## src/rtl/flop_equiv_monitor.sv

```systemverilog
// Scores a spec flop against its translated impl flop every cycle after a warmup window.
// Data is four-valued in two planes (val, x). The block counts mismatches and records the first one.
module flop_equiv_monitor #(
  parameter int WIDTH  = 4,
  parameter int WARMUP = 10,
  parameter int CNT_W  = 16
) (
  input  logic             clk,
  input  logic             reset,
  input  logic             start,
  input  logic             stop,
  input  logic             approx,
  input  logic [WIDTH-1:0] spec_val,
  input  logic [WIDTH-1:0] spec_x,
  input  logic [WIDTH-1:0] impl_val,
  input  logic [WIDTH-1:0] impl_x,
  output logic             checking,
  output logic             fail,
  output logic [CNT_W-1:0] mismatch_cnt,
  output logic [CNT_W-1:0] cycle_cnt,
  output logic [CNT_W-1:0] first_fail_cyc,
  output logic [WIDTH-1:0] first_fail_mask
);

  localparam int WU_W = (WARMUP < 1) ? 1 : $clog2(WARMUP + 1);

  typedef enum logic [1:0] {
    S_IDLE  = 2'd0,
    S_WARM  = 2'd1,
    S_CHECK = 2'd2
  } state_t;

  state_t           state_q, state_d;
  logic [WU_W-1:0]  wu_q, wu_d;
  logic             chk_q, chk_d;
  logic             fail_q, fail_d;
  logic [CNT_W-1:0] mmc_q, mmc_d;
  logic [CNT_W-1:0] cyc_q, cyc_d;
  logic [CNT_W-1:0] ffc_q, ffc_d;
  logic [WIDTH-1:0] ffm_q, ffm_d;

  logic [WIDTH-1:0] exact, ok, mm;
  logic             bad;

  function automatic logic [CNT_W-1:0] sat_inc(input logic [CNT_W-1:0] v);
    return (&v) ? v : v + CNT_W'(1);
  endfunction

  // A spec X only matches an impl X; an impl X is forgiven in approx mode.
  always_comb begin
    exact = ~(spec_x ^ impl_x) & (spec_x | ~(spec_val ^ impl_val));
    ok    = exact | ({WIDTH{approx}} & impl_x);
    mm    = ~ok;
    bad   = |mm;
  end

  always_comb begin
    state_d = state_q;
    wu_d    = wu_q;
    fail_d  = fail_q;
    mmc_d   = mmc_q;
    cyc_d   = cyc_q;
    ffc_d   = ffc_q;
    ffm_d   = ffm_q;
    case (state_q)
      S_IDLE: begin
        if (start) begin
          state_d = S_WARM;
          wu_d    = WU_W'(WARMUP);
          fail_d  = 1'b0;
          mmc_d   = '0;
          cyc_d   = '0;
          ffc_d   = '0;
          ffm_d   = '0;
        end
      end
      S_WARM: begin
        if (stop)              state_d = S_IDLE;
        else if (wu_q == '0)   state_d = S_CHECK;
        else                   wu_d    = wu_q - WU_W'(1);
      end
      S_CHECK: begin
        cyc_d = sat_inc(cyc_q);
        if (bad) begin
          mmc_d  = sat_inc(mmc_q);
          fail_d = 1'b1;
          if (!fail_q) begin
            ffc_d = cyc_q;
            ffm_d = mm;
          end
        end
        if (stop) state_d = S_IDLE;
      end
      default: state_d = S_IDLE;
    endcase
    chk_d = (state_d == S_CHECK);
  end

  always_ff @(posedge clk) begin
    if (reset) begin
      state_q <= S_IDLE;
      wu_q    <= '0;
      chk_q   <= 1'b0;
      fail_q  <= 1'b0;
      mmc_q   <= '0;
      cyc_q   <= '0;
      ffc_q   <= '0;
      ffm_q   <= '0;
    end else begin
      state_q <= state_d;
      wu_q    <= wu_d;
      chk_q   <= chk_d;
      fail_q  <= fail_d;
      mmc_q   <= mmc_d;
      cyc_q   <= cyc_d;
      ffc_q   <= ffc_d;
      ffm_q   <= ffm_d;
    end
  end

  assign checking        = chk_q;
  assign fail            = fail_q;
  assign mismatch_cnt    = mmc_q;
  assign cycle_cnt       = cyc_q;
  assign first_fail_cyc  = ffc_q;
  assign first_fail_mask = ffm_q;

endmodule

```

## config.mk

```make
export PLATFORM = sky130hd
export DESIGN_NAME = flop_equiv_monitor
export DESIGN_NICKNAME = d
export VERILOG_FILES = /design/src/rtl/flop_equiv_monitor.sv
export SDC_FILE = /design/constraint.sdc
export NUM_CORES = 1
export LEC_CHECK = 0
export CORE_UTILIZATION = 40
export DETAILED_ROUTE_END_ITERATION = 8
export GPL_ROUTABILITY_DRIVEN = 0
export PLACE_DENSITY = 0.7
export SLEW_MARGIN = 10
export SYNTH_ARGS = -nofsm -noshare
export SYNTH_HDL_FRONTEND = slang
export SYNTH_SLANG_ARGS = --single-unit
```

## constraint.sdc

```tcl
create_clock -name clk -period 4 [get_ports clk]
set_input_delay 0.8 -clock clk [delete_from_list [all_inputs] [get_ports clk]]
set_output_delay 0.8 -clock clk [all_outputs]
set_load 0.1 [all_outputs]
```

**Word-level counts from Yosys, hierarchy flattened**

Index checks and enable logic that the tools add are counted.

- Register bits after elaboration: 60
- Input port bits: 21
- Output and inout bits: 54
- Word-level logic and storage cells: 67

- Add/subtract/negate cells: 3
- Eq/ne operators: 10
- Muxes and demuxes: 25
- Bitwise gates (word level): 9
- Reductions and logical operators: 12

Operator list:

| operator | count |
|---|---|
| $mux 16 | 6 |
| $pmux 16 s2 | 3 |
| $add 16x1->16 const B | 2 |
| $reduce_and 16->1 | 2 |
| $mux 4 | 6 |
| $pmux 4 s2 | 2 |
| $ne 2x2->1 const B | 7 |
| $not 4->4 | 3 |
| $reduce_and 4->1 | 3 |
| $and 4x4->4 | 2 |
| $mux 2 | 4 |
| $or 4x4->4 | 2 |
| $xor 4x4->4 | 2 |
| $pmux 2 s3 | 1 |
| $reduce_and 3->1 | 2 |
| $eq 2x2->1 const B | 2 |
| $logic_not 4->1 | 1 |
| $reduce_bool 2->1 | 2 |
| $reduce_or 4->1 | 1 |
| $sub 4x1->4 const B | 1 |
| $eq 2x1->1 const B | 1 |
| $logic_not 2->1 | 1 |
| $mux 1 | 2 |
| $pmux 1 s2 | 1 |

**Logic depth before layout (Yosys ltp)**

Gate-level depths: netlist (run 1).

- Depth after elaboration: 9
- Gate-level depth with buffers: 8
- Depth with buffers taken out: 8

**Least setup slack after synthesis (run 1)**

No wires, ideal clock.

- Path type: reg-to-reg
- From: register mmc_q[6], in the netlist mismatch_cnt[6]
- To: register mmc_q[9], in the netlist mismatch_cnt[9]
- Setup time: 0.103 ns
- Data arrival time: 2.612 ns
- Required time: 3.897 ns
- Path slack: 1.285 ns
- Cell stages (with the launch flop): 9
- Path buffers: 2
- Clock period less this slack: 2.715 ns
- Path through: dfxtp_1 -> buf_2 -> nand2_1 -> nor3_1 -> nor4bb_1 -> o21a_1 -> buf_2 -> o21ai_0 -> o41ai_1

- Word-level cells in the longest chain between the ends: 4
- Elaborated cells on any way between the ends: 7
- Those cells by class: add/sub: 1; eq/ne: 1; mux: 3; reduce/logical: 2

RTL lines:

| what | RTL line | source |
|---|---|---|
| start: declaration | 37 | `logic [CNT_W-1:0] mmc_q, mmc_d;` |
| start signal: assignment | 114 | `mmc_q <= mmc_d;` |
| $add 16x1->16 | 46 | `return (&v) ? v : v + CNT_W'(1);` |
| $mux 16 | 46 |  |
| $mux 16 | 84 | `if (bad) begin` |
| $pmux 16 s2 | 65 | `case (state_q)` |

Parallel ways exist; a longest one is shown, timed or not. The select of a mux whose other input is x is not followed.
A chain may end at the register's enable or synchronous reset.

**Worst setup path in the final report (run 1)**

- From: register mmc_q[6], in the netlist mismatch_cnt[6]
- To: output port mismatch_cnt[6]

RTL lines:

| what | RTL line | source |
|---|---|---|
| end: declaration | 19 | `output logic [CNT_W-1:0] mismatch_cnt,` |

No word-level cell between the ends.

==> impl_metrics.ini, run 1 <==
[outcome]
outcome = complete, no violations

[pwr]
total_power_w = 0.001408
powerDensity_mw_per_mm2 = 369.1
ir_drop_v = 0.0001690
leakagePower_nw = 1.279

[cts]
cts_inserted_buffers = 9
clkSinkCount = 60
cts_max_level = 3
path_clk_slew_ns = 0.07
clock_path_buffers = 2
cts_hold_buf = 0
post_cts_resized = 0
post_cts_buffers = 0
clock_latency_ns = 0.34
cts_root_buf = clkbuf_8
cts_tree = built

[yosys]
yosys.area.top_type = dfxtp_1
synth_top_area_share_pct = 43.48
ys_seq_elements = 60
synth_ff_type = dfxtp_1
synth_cell_types = 50
netlist_instances = 338
synthesis.area_sq_mm = 0.002763
syn_nets = 362
syn-mean-instance-area_sq_um = 8.174
async_reset_ff_share_pct = 0
ys_seq_area_share_pct = 43.48
synth_enable_flop_cells = 0
yosys_warnings = 0
synth_area_leaders = dfxtp_1 43%, a21oi_1 5.6%, nand2_1 5.4%

[timing]
skew_ns = 0.008713
finalHoldViolCount = 0
rsz0062_at_grt = no
fin_crit_sh_pct = 70.40
fmax_ghz = 0.3551
finalMaxSlewViolations = 0
setup_viol = 0
relSlewSlack_pct = 34.37
setup_tns_ns = 0
layout_min_cycle_time_ns = 2.816
tightest_slew_ns = 0.9814

[drt]
avgRoutedWirePerCell_um = 13.61
routed_wl_um = 6753
drc_errors = 0
vias = 2698
drtIter0Drc = 101
drt-vias-per-instance = 5.440
ant_nets = 0
drtPass1Iterations = 4

[flow_run]
maxCapViolCount = 0

[final_layout]
diodes = 0
fin_nets = 438
fillers = 573
final_cell_mix = 74 x clkdlybuf4s50_1, 60 x dfxtp_1, 40 x nand2_1
area_delta_synth_final_pct = 38.04
drive_above_1_share_pct = 5.728
mostFrequentLayoutCell = clkdlybuf4s50_1

[floorplanning]
row_count = 29
initial_utilization_pct = 42.54
ios = 75
floorplan.die_area_sq_mm = 0.007243
fp.dieH_um = 85.11
core_area_sq_mm = 0.006495
die_w_um = 85.11

[grt]
antenna_found_initial = 0
grt_overflow_total = 0
grt_max_degree = 23
grt_pass1_vias = 2403
grt_usage_pct = 19.91
grt_pass1_wl_um = 11460

[worst_hold_path]
hp-class = flop to flop

[placed_design]
dp_hpwl_um = 4706
portBuffers = 74

[setup_path]
critPathSlowestCell = clkdlybuf4s50_1
cp_cell_sequence = clkdlybuf4s50_1
critPathRequiredTime_ns = 3.20
crit_type = flop to output pin
startpoint_type = flop
path_buf_inv = 1
critPathArrivalTime_ns = 2.02
critPathMaxStageDelay_ns = 1.19
crit_family = buffers and inverters
critPathCaptureType = output pin
critical_path.max_fanout = 10
report_power, final:
| group | switching (W) | total, W | internal (W) | leakage [nW] |
|---|---|---|---|---|
| Sequential | 0.00000647 | 0.000611 | 0.000604 | 0.484 |
| Combinational | 0.0000654 | 0.000111 | 0.0000451 | 0.668 |
| Clock | 0.000239 | 0.000686 | 0.000447 | 0.127 |
Yosys cell counts, drive strengths merged (7+ instances only):
library cell and instances:
a21oi 31, buf 7, dfxtp 60, inv 7, nand2 40, nand3 29, nor2 37, nor3 12
o21ai 22, o31ai 7, xnor2 9
layout make-up:
cell class	instances	area (sq um)	area share [%]
clock buffer	12	155.1	4.068
clock inverter	4	95.09	2.493
inverter	7	26.28	0.6890
multi-input combinational	258	1469	38.52
sequential	60	1201	31.50
tap	77	96.34	2.526
timing repair buffer	78	770.7	20.21
worst paths after layout:
kind / to / cells after the start / startpoint / slack, ns
max: mismatch_cnt[6] / 1 / mismatch_cnt[6]$_SDFFE_PP0P_ / 1.18
min: first_fail_cyc[11]$_SDFFE_PP0P_ / 2 / first_fail_cyc[11]$_SDFFE_PP0P_ / 0.47
max reg2reg: mismatch_cnt[9]$_SDFFE_PP0P_ / 7 / mismatch_cnt[0]$_SDFFE_PP0P_ / 1.62
min reg2reg: first_fail_cyc[11]$_SDFFE_PP0P_ / 2 / first_fail_cyc[11]$_SDFFE_PP0P_ / 0.47
metrics by stage:
stage	instance area (sq um)	std cells	utilization (%)	setup WS, ns	hold WS [ns]
after detailed placement	3563	480	54.86	0.8549	0.4604
after floorplan	2763	338	-	1.285	0.4839
after global placement	3563	480	54.86	0.9375	0.4568
final	3814	496	58.72	1.184	0.4745
after CTS	3814	496	58.72	1.170	0.4736
after global routing	3814	496	58.72	1.055	0.4898
cells by family (layout without fill, tap and decap cells):
family | after synthesis | in the layout | share of synthesized area [%]
xor+xnor | 15 | 15 | 4.756
simple gates | 152 | 152 | 26.40
mux | 1 | 1 | 0.3623
buf+inv | 20 | 101 | 3.351
compound gates | 87 | 87 | 20.29
flops | 60 | 60 | 43.48
fa+ha+maj | 3 | 3 | 1.359
metal layers:
layer	share of wire (%)	track usage, %
met4	2.1	10.63
met2	46	31.38
met3	6.3	4.183
met5	0	0
met1	46	25.62
flip-flops by register name, summed over array words and instances (netlist names):
signal,count
fail,1
cycle_cnt,16
wu_q,4
first_fail_cyc,16
state_q,2
mismatch_cnt,16
first_fail_mask,4
checking,1
(Power assumes the default switching activity.)
==> run 2: changes to the inputs <==
--- a/config.mk
+++ b/config.mk
@@ -8,7 +8,7 @@
 export CORE_UTILIZATION = 40
 export DETAILED_ROUTE_END_ITERATION = 8
 export GPL_ROUTABILITY_DRIVEN = 0
-export PLACE_DENSITY = 0.7
+export PLACE_DENSITY = 0.73
 export SLEW_MARGIN = 10
 export SYNTH_ARGS = -nofsm -noshare
 export SYNTH_HDL_FRONTEND = slang
==> constraint.sdc (replaced) <==
create_clock -name clk -period 2.25 [get_ports clk]
set_input_delay 0.45 -clock clk [delete_from_list [all_inputs] [get_ports clk]]
set_output_delay 0.45 -clock clk [all_outputs]
set_load 0.1 [all_outputs]
==> run 2 against run 1 <==
Cell count rose by 3.4%. First-iteration DRC count grew 3.0%. Combinational power rose by 100%. Clock skew decreased by 0.0015 ns. Via count increased by 3.0%. Design area about the same. Wire length is 3.4% higher. Non-clock buffer count is 17 higher. Register-to-register slack worse by 1.4 ns. Utilization about the same. Clock power increased by 42%. Sequential power rose by 77%. Largest cell class unchanged.
==> impl_metrics.ini, run 2 (same netlist as run 1, synthesis figures left out) <==
[outcome]
outcome = complete, no violations

[timing]
layout_min_cycle_time_ns = 2.167
skew_ns = 0.007180
relSlewSlack_pct = 58.46
fin_crit_sh_pct = 96.32
rsz0062_at_grt = no
finalMaxSlewViolations = 0
fmax_ghz = 0.4614
finalHoldViolCount = 0
layout_setup_ws_ns = 0.08287
tightest_slew_ns = 0.6184
setup_viol = 0

[final_layout]
fin_nets = 455
mostFrequentLayoutCell = buf_4
area_delta_synth_final_pct = 38.00
diodes = 0
final_cell_mix = 74 x buf_4, 40 x nand2_1, 37 x nor2_1
drive_above_1_share_pct = 28.21
fillers = 576
final_util_pct = 58.70
final_area_sq_mm = 0.003812

[flow_run]
maxCapViolCount = 0

[setup_path]
crit_start = impl_val[2]
critPathMaxStageDelay_ns = 0.51
crit_family = compound AO/OA/AOI/OAI gates
critPathArrivalTime_ns = 2.43
cp-endpoint = first_fail_cyc[2]$_SDFFE_PP0P_
critPathRequiredTime_ns = 2.51
startpoint_type = input pin
worst-r2r-cell-count = 6
r2r_slack_ns = 0.25
critPathCaptureType = flop
path_buf_inv = 2
timing.rr.end = cycle_cnt[15]$_SDFFE_PP0P_
critical_path.max_fanout = 16
worst_r2r_startpoint = state_q[1]$_SDFF_PP0_
cp.depth = 8
critPathSlowestCell = o41ai_4
crit_type = input pin to flop
cp_cell_sequence = clkdlybuf4s50_1, xor2_1, o31a_1, o41ai_4, or2_1, buf_12, nand3_1, a21oi_1

[cts]
cts_inserted_buffers = 9
clkSinkCount = 60
cts_max_level = 3
path_clk_slew_ns = 0.07
cts_root_buf = clkbuf_8
cts_tree = built
clock_latency_ns = 0.34
clock_path_buffers = 2
post_cts_buffers = 0
cts_hold_buf = 0

[drt]
vias = 2778
routed_wl_um = 6980
ant_nets = 0
avgRoutedWirePerCell_um = 13.61
drtPass1Iterations = 4
drc_errors = 0
drt-vias-per-instance = 5.415
drtIter0Drc = 104

[grt]
grt_usage_pct = 20.16
grt_pass1_vias = 2498
grt_overflow_total = 0
grt_pass1_wl_um = 11650
antenna_found_initial = 0
grt_max_degree = 17

[pwr]
powerDensity_mw_per_mm2 = 598.0
leakagePower_nw = 1.465
total_power_w = 0.002280
ir_drop_v = 0.0003349

[placed_design]
dp_hpwl_um = 5097
post-place-ws_ns = -0.2593
post_dp_cell_area_sq_mm = 0.003608
portBuffers = 74

[floorplanning]
row_count = 29
fp.dieH_um = 85.11
die_w_um = 85.11
core_area_sq_mm = 0.006495
ios = 75
floorplan.die_area_sq_mm = 0.007243
initial_utilization_pct = 42.54

[worst_hold_path]
hp-class = flop to flop
[run 2: cell types whose count changed in the layout (fill, tap and decap cells not counted), moves of 3 or more]
cell,previous run,this run
buf_4,4,74
clkdlybuf4s50_1,74,20
dfxtp_1,60,34
dfxtp_2,0,23
dfxtp_4,0,3
[run 2: repair_timing]
| action | 4_1_cts | 5_1_grt |
|---|---|---|
| endpoints found under the setup margin | 0 | 1 |
| gates resized for setup | 0 | 1 |
| endpoints found under the hold margin | 0 | 0 |
[run 2: final cells by class]
type	count	area, sq um	area share, %
flip-flops and latches	60	1241	32.56
well taps	77	96.34	2.527
clock buffers	9	123.9	3.249
multi-input cells	258	1474	38.66
clock inverters	7	75.07	1.969
repair buffers	95	775.7	20.35
inverters	7	26.28	0.6892
[run 2: stage by stage]
| step | setup TNS [ns] | hold slack [ns] | cells |
|---|---|---|---|
| 2_1_floorplan | 0 | 0.4839 | 338 |
| 3_3_place_gp | -5.864 | 0.4435 | 497 |
| 3_5_place_dp | -6.733 | 0.4508 | 497 |
| 4_1_cts | 0 | 0.4612 | 513 |
| 5_1_grt | 0 | 0.4709 | 513 |
| 6_report | 0 | 0.4595 | 513 |
[run 2: layer usage]
layer | wire (um) | up-vias | GRT usage [%] | part of all wire [%]
met2 | 3218 | 72 | 31.96 | 46
met1 | 3259 | 1299 | 26.23 | 47
met4 | 102 | 0 | 7.858 | 1.5
met3 | 399 | 10 | 5.350 | 5.7
met5 | 0 | - | 0 | 0
li1 | - | 1397 | - | -
[run 2: how the worst min path moves through the flow]
stage                                   from                       endpoint  slack, ns  cells after the start
2_1_floorplan           wu_q[0]$_SDFFE_PP0P_           wu_q[0]$_SDFFE_PP0P_       0.48                      2
3_3_place_gp   mismatch_cnt[12]$_SDFFE_PP0P_  mismatch_cnt[12]$_SDFFE_PP0P_       0.44                      1
3_5_place_dp   mismatch_cnt[12]$_SDFFE_PP0P_  mismatch_cnt[12]$_SDFFE_PP0P_       0.45                      1
4_1_cts        mismatch_cnt[12]$_SDFFE_PP0P_  mismatch_cnt[12]$_SDFFE_PP0P_       0.46                      1
5_1_grt        mismatch_cnt[12]$_SDFFE_PP0P_  mismatch_cnt[12]$_SDFFE_PP0P_       0.47                      1
6_report       mismatch_cnt[12]$_SDFFE_PP0P_  mismatch_cnt[12]$_SDFFE_PP0P_       0.46                      1
[run 2: where the power goes]
part	internal, W	leakage [nW]	switching, W	total [W]
registers	0.00107	0.499	0.0000109	0.00108
clock network	0.000515	0.0963	0.000461	0.000977
logic	0.0000982	0.870	0.000124	0.000222
total	0.00168	1.46	0.000596	0.00228
==> run 3: changes to the inputs <==
--- a/config.mk
+++ b/config.mk
@@ -5,6 +5,7 @@
 export SDC_FILE = /design/constraint.sdc
 export NUM_CORES = 1
 export LEC_CHECK = 0
+export ABC_CLOCK_PERIOD_IN_PS = 2250
 export CORE_UTILIZATION = 40
 export DETAILED_ROUTE_END_ITERATION = 8
 export GPL_ROUTABILITY_DRIVEN = 0
==> results of run 3 <==
The final DEF is identical to that of run 2; final timing and power are the same.
==> variant: new RTL, flow settings as in run 2 <==
`CNT_W`: 16 -> 18.
--- a/src/rtl/flop_equiv_monitor.sv
+++ b/src/rtl/flop_equiv_monitor.sv
@@ -3,7 +3,7 @@
 module flop_equiv_monitor #(
   parameter int WIDTH  = 4,
   parameter int WARMUP = 10,
-  parameter int CNT_W  = 16
+  parameter int CNT_W  = 18
 ) (
   input  logic             clk,
   input  logic             reset,
Ports: changed (resized cycle_cnt, first_fail_cyc and mismatch_cnt); port bits go from 75 to 81. The function was not compared with the original's and may differ.
==> variant against run 2 <==
  * Sequential power up 10%
  * Clock skew up 1.1 ps
  * Setup slack worse by 5.8 ps
  * Total power increased by 15%
  * Hold slack better by 15 ps
  * Design area rose by 15%
  * Fmax shrank 0.27%
  * Area after synthesis up 18%
  * Wire length rose by 32%
  * Sequential cell count is 6 higher
  * Clock power rose by 17%
  * Largest cell class unchanged
  * Highest routed layer unchanged
==> variant: results (changes against run 2) <==
| Metric | Value |
|---|---|
| Routed length on met3 | `674 um (+69%)` |
| Peak supply drop | `0.358 mV (+6.9%)` |
| Post-synth top cells | `dfxtp_1 (66), nand2_1 (28), a21oi_1 (22)` |
| Hold Startpoint | `first_fail_mask[2]$_SDFFE_PP0P_` |
| Via/cell ratio | `5.88 (+8.5%)` |
| Clock Buffer Count | `11 (+2)` |
| Worst-margin pin slew | `431 ps (-188 ps)` |
| DR iter-0 viols | `207 (+99%)` |
| Buffer share of cell area | `0.193 (-0.0106)` |
| Area of the multi-input gates | `1810 um2 (+23%)` |
| Logic inverters | `5 (-2)` |
| Clock buf/inv share | `0.0514 (-0.000827)` |
| Buffers excl. clock | `106 (+12%)` |
| CTS Sinks | `66 (+10%)` |
| M1 wire length | `4.33 mm (+33%)` |
| HPWL after DPL | `6.61 mm (+30%)` |
| PwrDens | `597 nW/um2 (-0.18%)` |
| Distinct cells, synth | `63 (+26%)` |
| R2R setup slack | `150 ps (-100 ps)` |
| Largest net degree at the start of global routing | `23 (+6)` |
| CP endpoint | `mismatch_cnt[6]$_SDFFE_PP0P_` |
| Number of max-cap violations | `0 (unchanged)` |
| Leak | `1.66 nW (+13%)` |
| Cell class contributing the biggest share of worst-path delay | `simple AND/OR/NAND/NOR gates` |
| Dpl cell area | `4160 um2 (+15%)` |
| Layout cells sized above 1 | `0.320 (+0.0382)` |
| Met2 routed WL | `4.11 mm (+28%)` |
| Outcome | `finished clean` |
| Hold Path Sink | `first_fail_mask[2]$_SDFFE_PP0P_` |
| Post-synthesis sequential area ratio | `0.404 (-0.0311)` |
| IO buf count | `80 (+8.1%)` |
| R2R Path End | `mismatch_cnt[9]$_SDFFE_PP0P_` |
| #MultiIn Comb | `267 (+3.5%)` |
| Global Route Usage Sum | `0.220 (+0.0183)` |
| Mapped Nets | `384 (+6.1%)` |
| Layout area overhead | `34.0%` |
| Worst Path Arrival | `2400 ps (-30 ps)` |
| Number of nets in the layout | `479 (+5.3%)` |
| Reg area | `1360 um2 (+9.4%)` |
==> variant: changes by cell type after synthesis, sizes merged, moves of 8 or more <==
cell   change
nor2      -19
a22o      +16
nor4       +8
xnor2      -8
nand2     -11
nand3     -10
a21oi      -9
==> variant: cell families after synthesis <==
kind of cell	share of synthesized area
compound gates	0.255
xor+xnor	0.0134
flops	0.404
fa+ha+maj	0.0115
buf+inv	0.0432
simple gates	0.247
mux	0.0264
==> variant: where the power goes <==
group,internal [mW],leakage [nW],switching [mW]
Sequential,1.18,0.547,0.0129
Clock,0.680,0.116,0.462
Combinational,0.116,0.998,0.169
Total,1.97,1.66,0.643
==> variant: metrics by stage <==
step           hold slack (ps)  utilization  cells
4_1_cts                    481        0.562    561
3_5_place_dp               458        0.533    546
3_3_place_gp               459        0.533    546
6_report                   474        0.562    561
2_1_floorplan              469            -    360
5_1_grt                    490        0.562    561
==> variant: metal layers <==
metal,global-route usage,up-vias
met5,0,-
met1,0.301,1546
met3,0.0411,16
met4,0.100,0
li1,-,1593
met2,0.334,142
